--- src/rtl/cvbs_output_stage_if.sv ---
// Sample, sync and configuration bus of the CVBS output mixer.
// master drives samples/config and reads the DAC code; slave is the mixer.
interface cvbs_output_stage_if #(
    parameter int OUT_W   = 10,
    parameter int IN_W    = 8,
    parameter int NUM_STD = 4
);
    localparam int SW = (NUM_STD > 1) ? $clog2(NUM_STD) : 1;

    logic                   sync;
    logic                   newframe;
    logic [SW-1:0]          std_sel;
    logic [IN_W-1:0]        luma;
    logic signed [IN_W-1:0] chroma;
    logic                   cfg_we;
    logic [3:0]             cfg_addr;
    logic [15:0]            cfg_wdata;
    logic [OUT_W-1:0]       video;
    logic                   video_overflow;
    logic [15:0]            ovf_count;
    logic [15:0]            unf_count;

    modport master (
        output sync, newframe, std_sel, luma, chroma,
        output cfg_we, cfg_addr, cfg_wdata,
        input  video, video_overflow, ovf_count, unf_count
    );

    modport slave (
        input  sync, newframe, std_sel, luma, chroma,
        input  cfg_we, cfg_addr, cfg_wdata,
        output video, video_overflow, ovf_count, unf_count
    );
endinterface

--- src/rtl/cvbs_output_stage.sv ---
// CVBS output mixer: gain/black/chroma sum, DAC saturation, ramped sync edges.
// Optional CVBS_OVF_COUNT_EN adds per-frame overflow/underflow counters.
module cvbs_output_stage #(
    parameter int OUT_W    = 10,
    parameter int IN_W     = 8,
    parameter int FRAC_W   = 7,
    parameter int RAMP_LEN = 4,
    parameter int NUM_STD  = 4
) (
    input logic              clk,
    input logic              reset,
    cvbs_output_stage_if.slave bus
);
    localparam int GW    = FRAC_W + 1;
    localparam int SUM_W = OUT_W + 3;
    localparam int UP    = OUT_W - IN_W;
    localparam int SH    = $clog2(RAMP_LEN);
    localparam int KW    = (RAMP_LEN > 1) ? $clog2(RAMP_LEN) : 1;
    localparam int RW    = OUT_W + KW;

    localparam logic [OUT_W-1:0] BLACK_RST = OUT_W'(52 << (OUT_W - 8));
    localparam logic [GW-1:0]    GAIN_RST  = GW'(1 << FRAC_W);
    localparam logic [KW-1:0]    K_LAST    = KW'(RAMP_LEN - 1);
    localparam logic [KW-1:0]    K_ONE     = KW'(1);
    localparam logic signed [SUM_W-1:0] MAXV = SUM_W'((1 << OUT_W) - 1);

    typedef enum logic [1:0] {ACTIVE, FALL, SYNC, RISE} state_t;

    logic [GW-1:0]    gain_tab  [NUM_STD];
    logic [OUT_W-1:0] black_tab [NUM_STD];

    logic unused_cfg;
    assign unused_cfg = ^{bus.cfg_addr[2], bus.cfg_wdata[15:OUT_W]};

    always_ff @(posedge clk) begin
        if (reset) begin
            for (int i = 0; i < NUM_STD; i++) begin
                gain_tab[i]  <= GAIN_RST;
                black_tab[i] <= BLACK_RST;
            end
        end else if (bus.cfg_we && int'(bus.cfg_addr[1:0]) < NUM_STD) begin
            if (bus.cfg_addr[3])
                black_tab[bus.cfg_addr[1:0]] <= bus.cfg_wdata[OUT_W-1:0];
            else
                gain_tab[bus.cfg_addr[1:0]] <= bus.cfg_wdata[FRAC_W:0];
        end
    end

    logic                   s1_sync, s1_nf;
    logic [IN_W-1:0]        s1_luma;
    logic signed [IN_W-1:0] s1_chroma;
    logic [GW-1:0]          s1_gain;
    logic [OUT_W-1:0]       s1_black;

    always_ff @(posedge clk) begin
        if (reset) begin
            s1_sync   <= 1'b1;
            s1_nf     <= 1'b0;
            s1_luma   <= '0;
            s1_chroma <= '0;
            s1_gain   <= GAIN_RST;
            s1_black  <= BLACK_RST;
        end else begin
            s1_sync   <= bus.sync;
            s1_nf     <= bus.newframe;
            s1_luma   <= bus.luma;
            s1_chroma <= bus.chroma;
            s1_gain   <= gain_tab[bus.std_sel];
            s1_black  <= black_tab[bus.std_sel];
        end
    end

    logic [IN_W+GW-1:0] prod;
    logic [SUM_W-1:0]   blk_x, scl_x, chr_x, sum_c;

    assign prod  = s1_luma * s1_gain;
    assign blk_x = SUM_W'(s1_black);
    assign scl_x = SUM_W'(prod >> FRAC_W) << UP;
    assign chr_x = SUM_W'(s1_chroma) << UP;
    assign sum_c = blk_x + scl_x + chr_x;

    logic                    s2_sync, s2_nf;
    logic signed [SUM_W-1:0] s2_sum;
    logic [OUT_W-1:0]        s2_black;

    always_ff @(posedge clk) begin
        if (reset) begin
            s2_sync  <= 1'b1;
            s2_nf    <= 1'b0;
            s2_sum   <= '0;
            s2_black <= BLACK_RST;
        end else begin
            s2_sync  <= s1_sync;
            s2_nf    <= s1_nf;
            s2_sum   <= sum_c;
            s2_black <= s1_black;
        end
    end

    state_t           state_q, state_n;
    logic [KW-1:0]    k_q, k_n;
    logic [OUT_W-1:0] video_q, video_n, sat_c;
    logic [RW-1:0]    rprod;
    logic             ovf_c, unf_c, ev_ovf, ev_unf, vo_q;

    assign ovf_c = s2_sum > MAXV;
    assign unf_c = s2_sum[SUM_W-1];
    assign sat_c = unf_c ? '0 : (ovf_c ? '1 : s2_sum[OUT_W-1:0]);
    assign rprod = RW'(s2_black) * RW'(k_n);

    // k/state describe the sample being emitted this edge, not the next one
    always_comb begin
        state_n = state_q;
        k_n     = k_q;
        if (RAMP_LEN == 1) begin
            state_n = s2_sync ? SYNC : ACTIVE;
            k_n     = '0;
        end else begin
            unique case (state_q)
                ACTIVE: if (s2_sync) begin
                    state_n = FALL;
                    k_n     = K_LAST;
                end
                SYNC: if (!s2_sync) begin
                    state_n = RISE;
                    k_n     = K_ONE;
                end
                FALL, RISE: if (s2_sync) begin
                    if (k_q == K_ONE) begin
                        state_n = SYNC;
                        k_n     = '0;
                    end else begin
                        state_n = FALL;
                        k_n     = k_q - K_ONE;
                    end
                end else begin
                    if (k_q == K_LAST) begin
                        state_n = ACTIVE;
                        k_n     = '0;
                    end else begin
                        state_n = RISE;
                        k_n     = k_q + K_ONE;
                    end
                end
                default: ;
            endcase
        end
        video_n = OUT_W'(rprod >> SH);
        if (state_n == ACTIVE) video_n = sat_c;
        else if (state_n == SYNC) video_n = '0;
        ev_ovf = (state_n == ACTIVE) && ovf_c;
        ev_unf = (state_n == ACTIVE) && unf_c;
    end

    always_ff @(posedge clk) begin
        if (reset) begin
            state_q <= SYNC;
            k_q     <= '0;
            video_q <= '0;
            vo_q    <= 1'b0;
        end else begin
            state_q <= state_n;
            k_q     <= k_n;
            video_q <= video_n;
            if (ev_ovf || ev_unf) vo_q <= 1'b1;
            else if (s2_nf) vo_q <= 1'b0;
        end
    end

    assign bus.video          = video_q;
    assign bus.video_overflow = vo_q;

`ifdef CVBS_OVF_COUNT_EN
    logic [15:0] ovf_int, unf_int, ovf_out, unf_out;

    always_ff @(posedge clk) begin
        if (reset) begin
            ovf_int <= '0;
            unf_int <= '0;
            ovf_out <= '0;
            unf_out <= '0;
        end else if (s2_nf) begin
            ovf_out <= ovf_int;
            unf_out <= unf_int;
            ovf_int <= {15'd0, ev_ovf};
            unf_int <= {15'd0, ev_unf};
        end else begin
            if (ev_ovf && ovf_int != 16'hFFFF) ovf_int <= ovf_int + 16'd1;
            if (ev_unf && unf_int != 16'hFFFF) unf_int <= unf_int + 16'd1;
        end
    end

    assign bus.ovf_count = ovf_out;
    assign bus.unf_count = unf_out;
`else
    assign bus.ovf_count = '0;
    assign bus.unf_count = '0;
`endif
endmodule

--- src/flat_wrapper.sv ---
// flat-port wrapper written by rule: the top's interface ports become plain ports
module cvbs_output_stage_flat 
#(
    parameter int OUT_W    = 10,
    parameter int IN_W     = 8,
    parameter int FRAC_W   = 7,
    parameter int RAMP_LEN = 4,
    parameter int NUM_STD  = 4
)
  (clk, reset, bus_sync, bus_newframe, bus_std_sel, bus_luma, bus_chroma, bus_cfg_we, bus_cfg_addr, bus_cfg_wdata, bus_video, bus_video_overflow, bus_ovf_count, bus_unf_count);
  cvbs_output_stage_if #(.OUT_W(OUT_W), .IN_W(IN_W), .NUM_STD(NUM_STD)) bus_i ();
  input logic clk;
  input logic reset;
  input wire logic [$bits(bus_i.sync)-1:0] bus_sync;
  input wire logic [$bits(bus_i.newframe)-1:0] bus_newframe;
  input wire logic [$bits(bus_i.std_sel)-1:0] bus_std_sel;
  input wire logic [$bits(bus_i.luma)-1:0] bus_luma;
  input wire logic [$bits(bus_i.chroma)-1:0] bus_chroma;
  input wire logic [$bits(bus_i.cfg_we)-1:0] bus_cfg_we;
  input wire logic [$bits(bus_i.cfg_addr)-1:0] bus_cfg_addr;
  input wire logic [$bits(bus_i.cfg_wdata)-1:0] bus_cfg_wdata;
  output wire logic [$bits(bus_i.video)-1:0] bus_video;
  output wire logic [$bits(bus_i.video_overflow)-1:0] bus_video_overflow;
  output wire logic [$bits(bus_i.ovf_count)-1:0] bus_ovf_count;
  output wire logic [$bits(bus_i.unf_count)-1:0] bus_unf_count;
  assign bus_i.sync = bus_sync;
  assign bus_i.newframe = bus_newframe;
  assign bus_i.std_sel = bus_std_sel;
  assign bus_i.luma = bus_luma;
  assign bus_i.chroma = bus_chroma;
  assign bus_i.cfg_we = bus_cfg_we;
  assign bus_i.cfg_addr = bus_cfg_addr;
  assign bus_i.cfg_wdata = bus_cfg_wdata;
  assign bus_video = bus_i.video;
  assign bus_video_overflow = bus_i.video_overflow;
  assign bus_ovf_count = bus_i.ovf_count;
  assign bus_unf_count = bus_i.unf_count;
  cvbs_output_stage #(.OUT_W(OUT_W), .IN_W(IN_W), .FRAC_W(FRAC_W), .RAMP_LEN(RAMP_LEN), .NUM_STD(NUM_STD)) u_core (.clk(clk), .reset(reset), .bus(bus_i));
endmodule
--- config.mk ---
export PLATFORM = sky130hd
export DESIGN_NAME = cvbs_output_stage_flat
export DESIGN_NICKNAME = d
export VERILOG_FILES = /design/src/rtl/cvbs_output_stage_if.sv /design/src/rtl/cvbs_output_stage.sv /design/src/flat_wrapper.sv
export SDC_FILE = /design/constraint.sdc
export NUM_CORES = 1
export LEC_CHECK = 0
export ABC_AREA = 1
export CORE_MARGIN = 4
export CORE_UTILIZATION = 40
export CTS_BUF_LIST = sky130_fd_sc_hd__clkbuf_2 sky130_fd_sc_hd__clkbuf_4 sky130_fd_sc_hd__clkbuf_8
export DETAILED_ROUTE_END_ITERATION = 7
export DONT_BUFFER_PORTS = 1
export PLACE_DENSITY = 0.65
export SYNTH_ARGS = -nofsm -noshare
export SYNTH_HDL_FRONTEND = slang
export SYNTH_SLANG_ARGS = --single-unit
--- constraint.sdc ---
create_clock -name clk -period 13.06 [get_ports clk]
set_input_delay 1.959 -clock clk [delete_from_list [all_inputs] [get_ports clk]]
set_output_delay 1.959 -clock clk [all_outputs]
set_load 0.01 [all_outputs]
# After elaboration in Yosys (flattened, before gate mapping)
# Memory sizes are Yosys's and may differ from the RTL's. A register that Yosys moved wholly into a read port is not among the register bits.
# Index checks and enable logic that the tools add are counted.
dict set report totals {
  reg_bits 58
  ram_bits 72
  in_bits 43
  out_inout_bits 43
  elab_cells 70
  memories 2
}
dict set report op_classes {
  add_sub_neg 4
  n_mul 2
  n_lt_le_gt_ge 1
  n_eq_ne 6
  n_mux 34
  n_reduce_logical 9
}
# memory words word_bits rd rd_ports_with_merged_regs write_ports line
set mem_list {}
lappend mem_list {u_core.black_tab 4 10 1 1 4 cvbs_output_stage.sv:30} ;# logic [OUT_W-1:0] black_tab [NUM_STD];
lappend mem_list {u_core.gain_tab 4 8 1 1 4 cvbs_output_stage.sv:29} ;# logic [GW-1:0] gain_tab [NUM_STD];
# cell count
set op_table {}
lappend op_table {{$mux W10} 5}
lappend op_table {{$mux W2} 12}
lappend op_table {{$mul A8 B8 Y16} 1}
lappend op_table {{$mux W1} 14}
lappend op_table {{$add A13 B13 Y13} 1}
lappend op_table {{$gt A13 B11 Y1 const B} 1}
lappend op_table {{$add A10 B11 Y12} 1}
lappend op_table {{$mul A10 B2 Y12} 1}
lappend op_table {{$pmux W2 S3} 2}
lappend op_table {{$reduce_or A10 Y1} 1}
lappend op_table {{$eq A2 B2 Y1 const B} 4}
lappend op_table {{$mux W8} 1}
lappend op_table {{$reduce_or A8 Y1} 1}
lappend op_table {{$eq A2 B1 Y1 const B} 2}
lappend op_table {{$logic_not A2 Y1} 2}
lappend op_table {{$add A2 B1 Y2 const B} 1}
lappend op_table {{$logic_and A1 B1 Y1} 2}
lappend op_table {{$reduce_bool A2 Y1} 1}
lappend op_table {{$reduce_or A2 Y1} 1}
lappend op_table {{$sub A2 B1 Y2 const B} 1}
lappend op_table {{$logic_or A1 B1 Y1} 1}

# Longest topological paths before layout
dict set report depth {
  depth_word 8
  depth_mapped 34
}

# Worst setup path after synthesis
# OpenSTA, ideal clock, no wires.
dict set report synth_timing {
  kind {register to register}
  from {register u_core.s1_gain[7], read port of u_core.gain_tab}
  to {register u_core.s2_sum[11]}
  t_arrival_ns 5.674
  required_time_ns 12.990
  setup_slack_ns 7.316
  stages_incl_launch_ff 31
  path_buffers 1
  synth_period_minus_slack_ns 5.744
  cell_sequence {dfxtp_1 -> clkbuf_1 -> nand2_1 -> fa_1 -> fa_1 -> inv_1 -> fa_1 -> inv_1 -> fa_1 -> inv_1 -> ha_1 -> nand2_1 -> or2_1 -> nand2_1 -> a21oi_1 -> or2_0 -> nand2_1 -> fa_1 -> o21ai_1 -> a21oi_1 -> nor2_1 -> nor2_1 -> xor2_1 -> inv_1 -> ha_1 -> inv_1 -> nor3_1 -> nand3_1 -> o2111ai_1 -> o21ai_1 -> a21oi_1}
}
dict set report synth_between {
  elab_chain_cells 3
}
# element line
set synth_lines {}
lappend synth_lines {{start: declaration} cvbs_output_stage.sv:52} ;# logic [GW-1:0] s1_gain;
lappend synth_lines {{$mul A8 B8 Y16} cvbs_output_stage.sv:76} ;# assign prod = s1_luma * s1_gain;
lappend synth_lines {{$add A10 B11 Y12} cvbs_output_stage.sv:80} ;# assign sum_c = blk_x + scl_x + chr_x;
lappend synth_lines {{$add A13 B13 Y13} cvbs_output_stage.sv:80}
lappend synth_lines {{end signal: assignment} cvbs_output_stage.sv:95} ;# s2_sum <= sum_c;
lappend synth_lines {{end: declaration} cvbs_output_stage.sv:83} ;# logic signed [SUM_W-1:0] s2_sum;
# Every way passes these cells.
# A chain may end at the register's enable or synchronous reset.

# Worst setup path after layout
# Ends and elaborated chain as after synthesis.

==> impl_metrics.csv <==
group,metric,value,unit
timing,whs,0.407,ns
synthesis,yosys_warnings,0,
layout,drive_gt1_share,6.13,%
global_routing,grt_pass1_vias,6629,
drt,wl,19200,um
layout,final_area,0.00964,mm^2
setup_path,timing.critical_path.mode_cell,"inv_1",
synthesis,ys_ff_latch,146,
setup_path,rrSetupSlack,6.77,ns
setup_path,crit_required,13.44,ns
cts,tritoncts,"done",
floorplanning,num_rows,54,
cts,path_clk_slew,0.08,ns
floorplanning,start_util,41.3,%
global_routing,antenna_found_initial,0,
placement,hpwlAfterDp,14200,um
floorplanning,coreArea,0.0221,mm^2
power_and_ir_drop,p_comb_share,27.3,%
global_routing,grt_max_degree,57,
cts,cts_sinks,146,
synthesis,synth_cell_types,39,
layout,mostFrequentLayoutCell,"inv_1",
drt,drt_iter0_markers,457,
layout,antenna_cells,0,
drt,wl_per_cell,13.6,um
drt,num_vias,6757,
global_routing,track_usage,15.4,%
power_and_ir_drop,power.share.sequential,43.7,%
drt,drtAntennaViolNets,0,
floorplanning,die-area,0.0253,mm^2
synthesis,syn_inst,1126,
placement,place_congestion,0.877,
layout,synthToLayoutAreaGrowth,5.75,%
cts,cts.repair.resized,0,
setup_path,cp_data_arrival_time,6.67,ns
setup_path,critical_path.startpoint_type,"flop",
drt,dr.pass1.iters,5,
drt,routed_via_density,4.81,
min_path,hp-class,"reg -> reg",
power_and_ir_drop,power.density,131,mW/mm^2
power_and_ir_drop,p_leak,4.81,nW
timing,drv_slew,0,
layout,final_cell_mix,"inv_1 (194), nor2_1 (190), nand2_1 (161)",
global_routing,grt_pass1_wl,32200,um
setup_path,cp_max_fo,8,
timing,period_share,48.2,%
cts,clk_path_buf_depth,2,
setup_path,worst_setup_path_end_kind,"flop",
setup_path,worst-setup-path-type,"reg -> reg",
synthesis,yosysSeqAreaShare,40.0,%
timing,slew_headroom,21.2,%
power_and_ir_drop,sw_frac_of_total,33.5,%
run,cap_violations,0,
cts,cts_buffers,17,
cts,htree_levels,4,
setup_path,cpPeakStageDelay,0.55,ns
placement,dpl_cell_area,0.00923,mm^2
power_and_ir_drop,irDropWorstVdd,73.6,uV
drt,drc,0,
synthesis,syn-cell-area,0.00912,mm^2
cts,cts_hold_buf,0,
floorplanning,fp.dieW,159,um
setup_path,crit_slowest_cell,"fa_1",
power_and_ir_drop,power_switching,0.423,mW
timing,finalSetupViolCount,0,
synthesis,synthArstFlopShare,0,%
cts,clock_latency,0.45,ns
timing,finalHoldViolations,0,
placement,numPortBuffers,0,
power_and_ir_drop,internal-power,0.841,mW
synthesis,synth_edf_count,72,
timing,finalSetupTns,0,ns
timing,rsz0062_at_grt,"false",
timing,clock.fmax,0.159,GHz
synthesis,synth_ff_type,"dfxtp_1",
cts,cts_root_buf,"clkbuf_8",
timing,worst_pin_slew,1.17,ns
cts,post_cts_buffers,0,
timing,fin_skew,0.0130,ns
synthesis,syn_avg_cell_area,8.10,um^2
power_and_ir_drop,p_clk_share,29.0,%
floorplanning,die_h,159,um
global_routing,overflow,0,
timing,min_period,6.29,ns
floorplanning,io_pins,86,
status,status,"finished clean",
layout,fin_nets,1255,
-- through the flow --
step           utilization (%)  cells  setup WS [ns]  power, mW
6_report                  43.6   1405           6.77       1.26
5_1_grt                   43.6   1405           6.16       1.36
4_1_cts                   43.6   1405           6.74       1.28
3_5_place_dp              41.8   1373           6.79      0.908
3_3_place_gp              41.8   1373           6.83      0.901
2_1_floorplan                -   1157           7.32      0.840
-- synthesized netlist by cell type (33+ instances only) --
| cell type | number | area, um^2 |
|---|---|---|
| dfxtp_1 | 74 | 1480 |
| ha_1 | 62 | 776 |
| inv_1 | 194 | 728 |
| o21ai_0 | 38 | 190 |
| clkbuf_1 | 33 | 124 |
| nor2_1 | 190 | 713 |
| a21oi_1 | 64 | 320 |
| buf_4 | 33 | 248 |
| o21ai_1 | 34 | 170 |
| edfxtp_1 | 72 | 2160 |
| nand2_1 | 161 | 604 |
| fa_1 | 38 | 761 |
-- worst max-delay path, delay by kind of cell (launching register included) --
| family | cells | cell delay, ns |
|---|---|---|
| AOI/OAI and AO/OA | 6 | 0.92 |
| xor gates and xnor gates | 1 | 0.14 |
| adders and majority gates | 7 | 3.25 |
| DFF | 1 | 0.52 |
| buffers and inverters | 6 | 0.37 |
| and+or+nand+nor | 10 | 1.03 |
-- final timing paths --
check	start	end	cells past startpoint
worst max register to register	u_core.s1_gain[7]$_SDFF_PP1_	u_core.s2_sum[11]$_SDFF_PP0_	30
worst min-delay path	u_core.s1_nf$_SDFF_PP0_	u_core.s2_nf$_SDFF_PP0_	2
worst min register to register	u_core.s1_nf$_SDFF_PP0_	u_core.s2_nf$_SDFF_PP0_	2
worst max-delay path	u_core.s1_gain[7]$_SDFF_PP1_	u_core.s2_sum[11]$_SDFF_PP0_	30
-- layer usage --
layer | vias up | share of wire (%) | global-route usage (%)
li1 | 3449 | - | -
met4 | 0 | 1.5 | 4.73
met5 | - | 0 | 0
met2 | 120 | 49 | 26.1
met3 | 31 | 3.1 | 3.13
met1 | 3157 | 46 | 20.0
-- registers in the layout (all words and copies together), names as in the netlist, 8 cells and up --
| signal | count |
|---|---|
| u_core.bus.video | 10 |
| u_core.s1_chroma | 8 |
| u_core.s1_black | 10 |
| u_core.s1_gain | 8 |
| u_core.s2_black | 10 |
| u_core.s1_luma | 8 |
| u_core.gain_tab | 32 |
| u_core.black_tab | 40 |
| u_core.s2_sum | 11 |
-- power groups by stage --
stage / Sequential [mW] / Clock [mW] / Combinational (mW)
4_1_cts: 0.553 / 0.375 / 0.347
2_1_floorplan: 0.550 / 0 / 0.290
3_3_place_gp: 0.562 / 0 / 0.339
5_1_grt: 0.557 / 0.396 / 0.403
3_5_place_dp: 0.563 / 0 / 0.345
6_report: 0.552 / 0.367 / 0.345
-- cell families after synthesis --
logic type	Yosys count	synth area share (%)
buffers and inverters	278	12.8
AO/OA/AOI/OAI	158	9.33
AND/OR/NAND/NOR	427	19.5
other	1	0.0411
XOR/XNOR	16	1.54
adder cells (fa/ha/maj)	100	16.9
flip-flops	146	40.0
-- cell type report --
class                      instances  area [um^2]
multi-input combinational        733         4420
tap                              280          350
sequential                       146         3640
fill                            2169        12500
clock inverter                    13          161
inverter                         211          792
clock buffer                      19          249
timing repair buffer               3         22.5
Note: power is estimated with default switching activity, not from simulation.
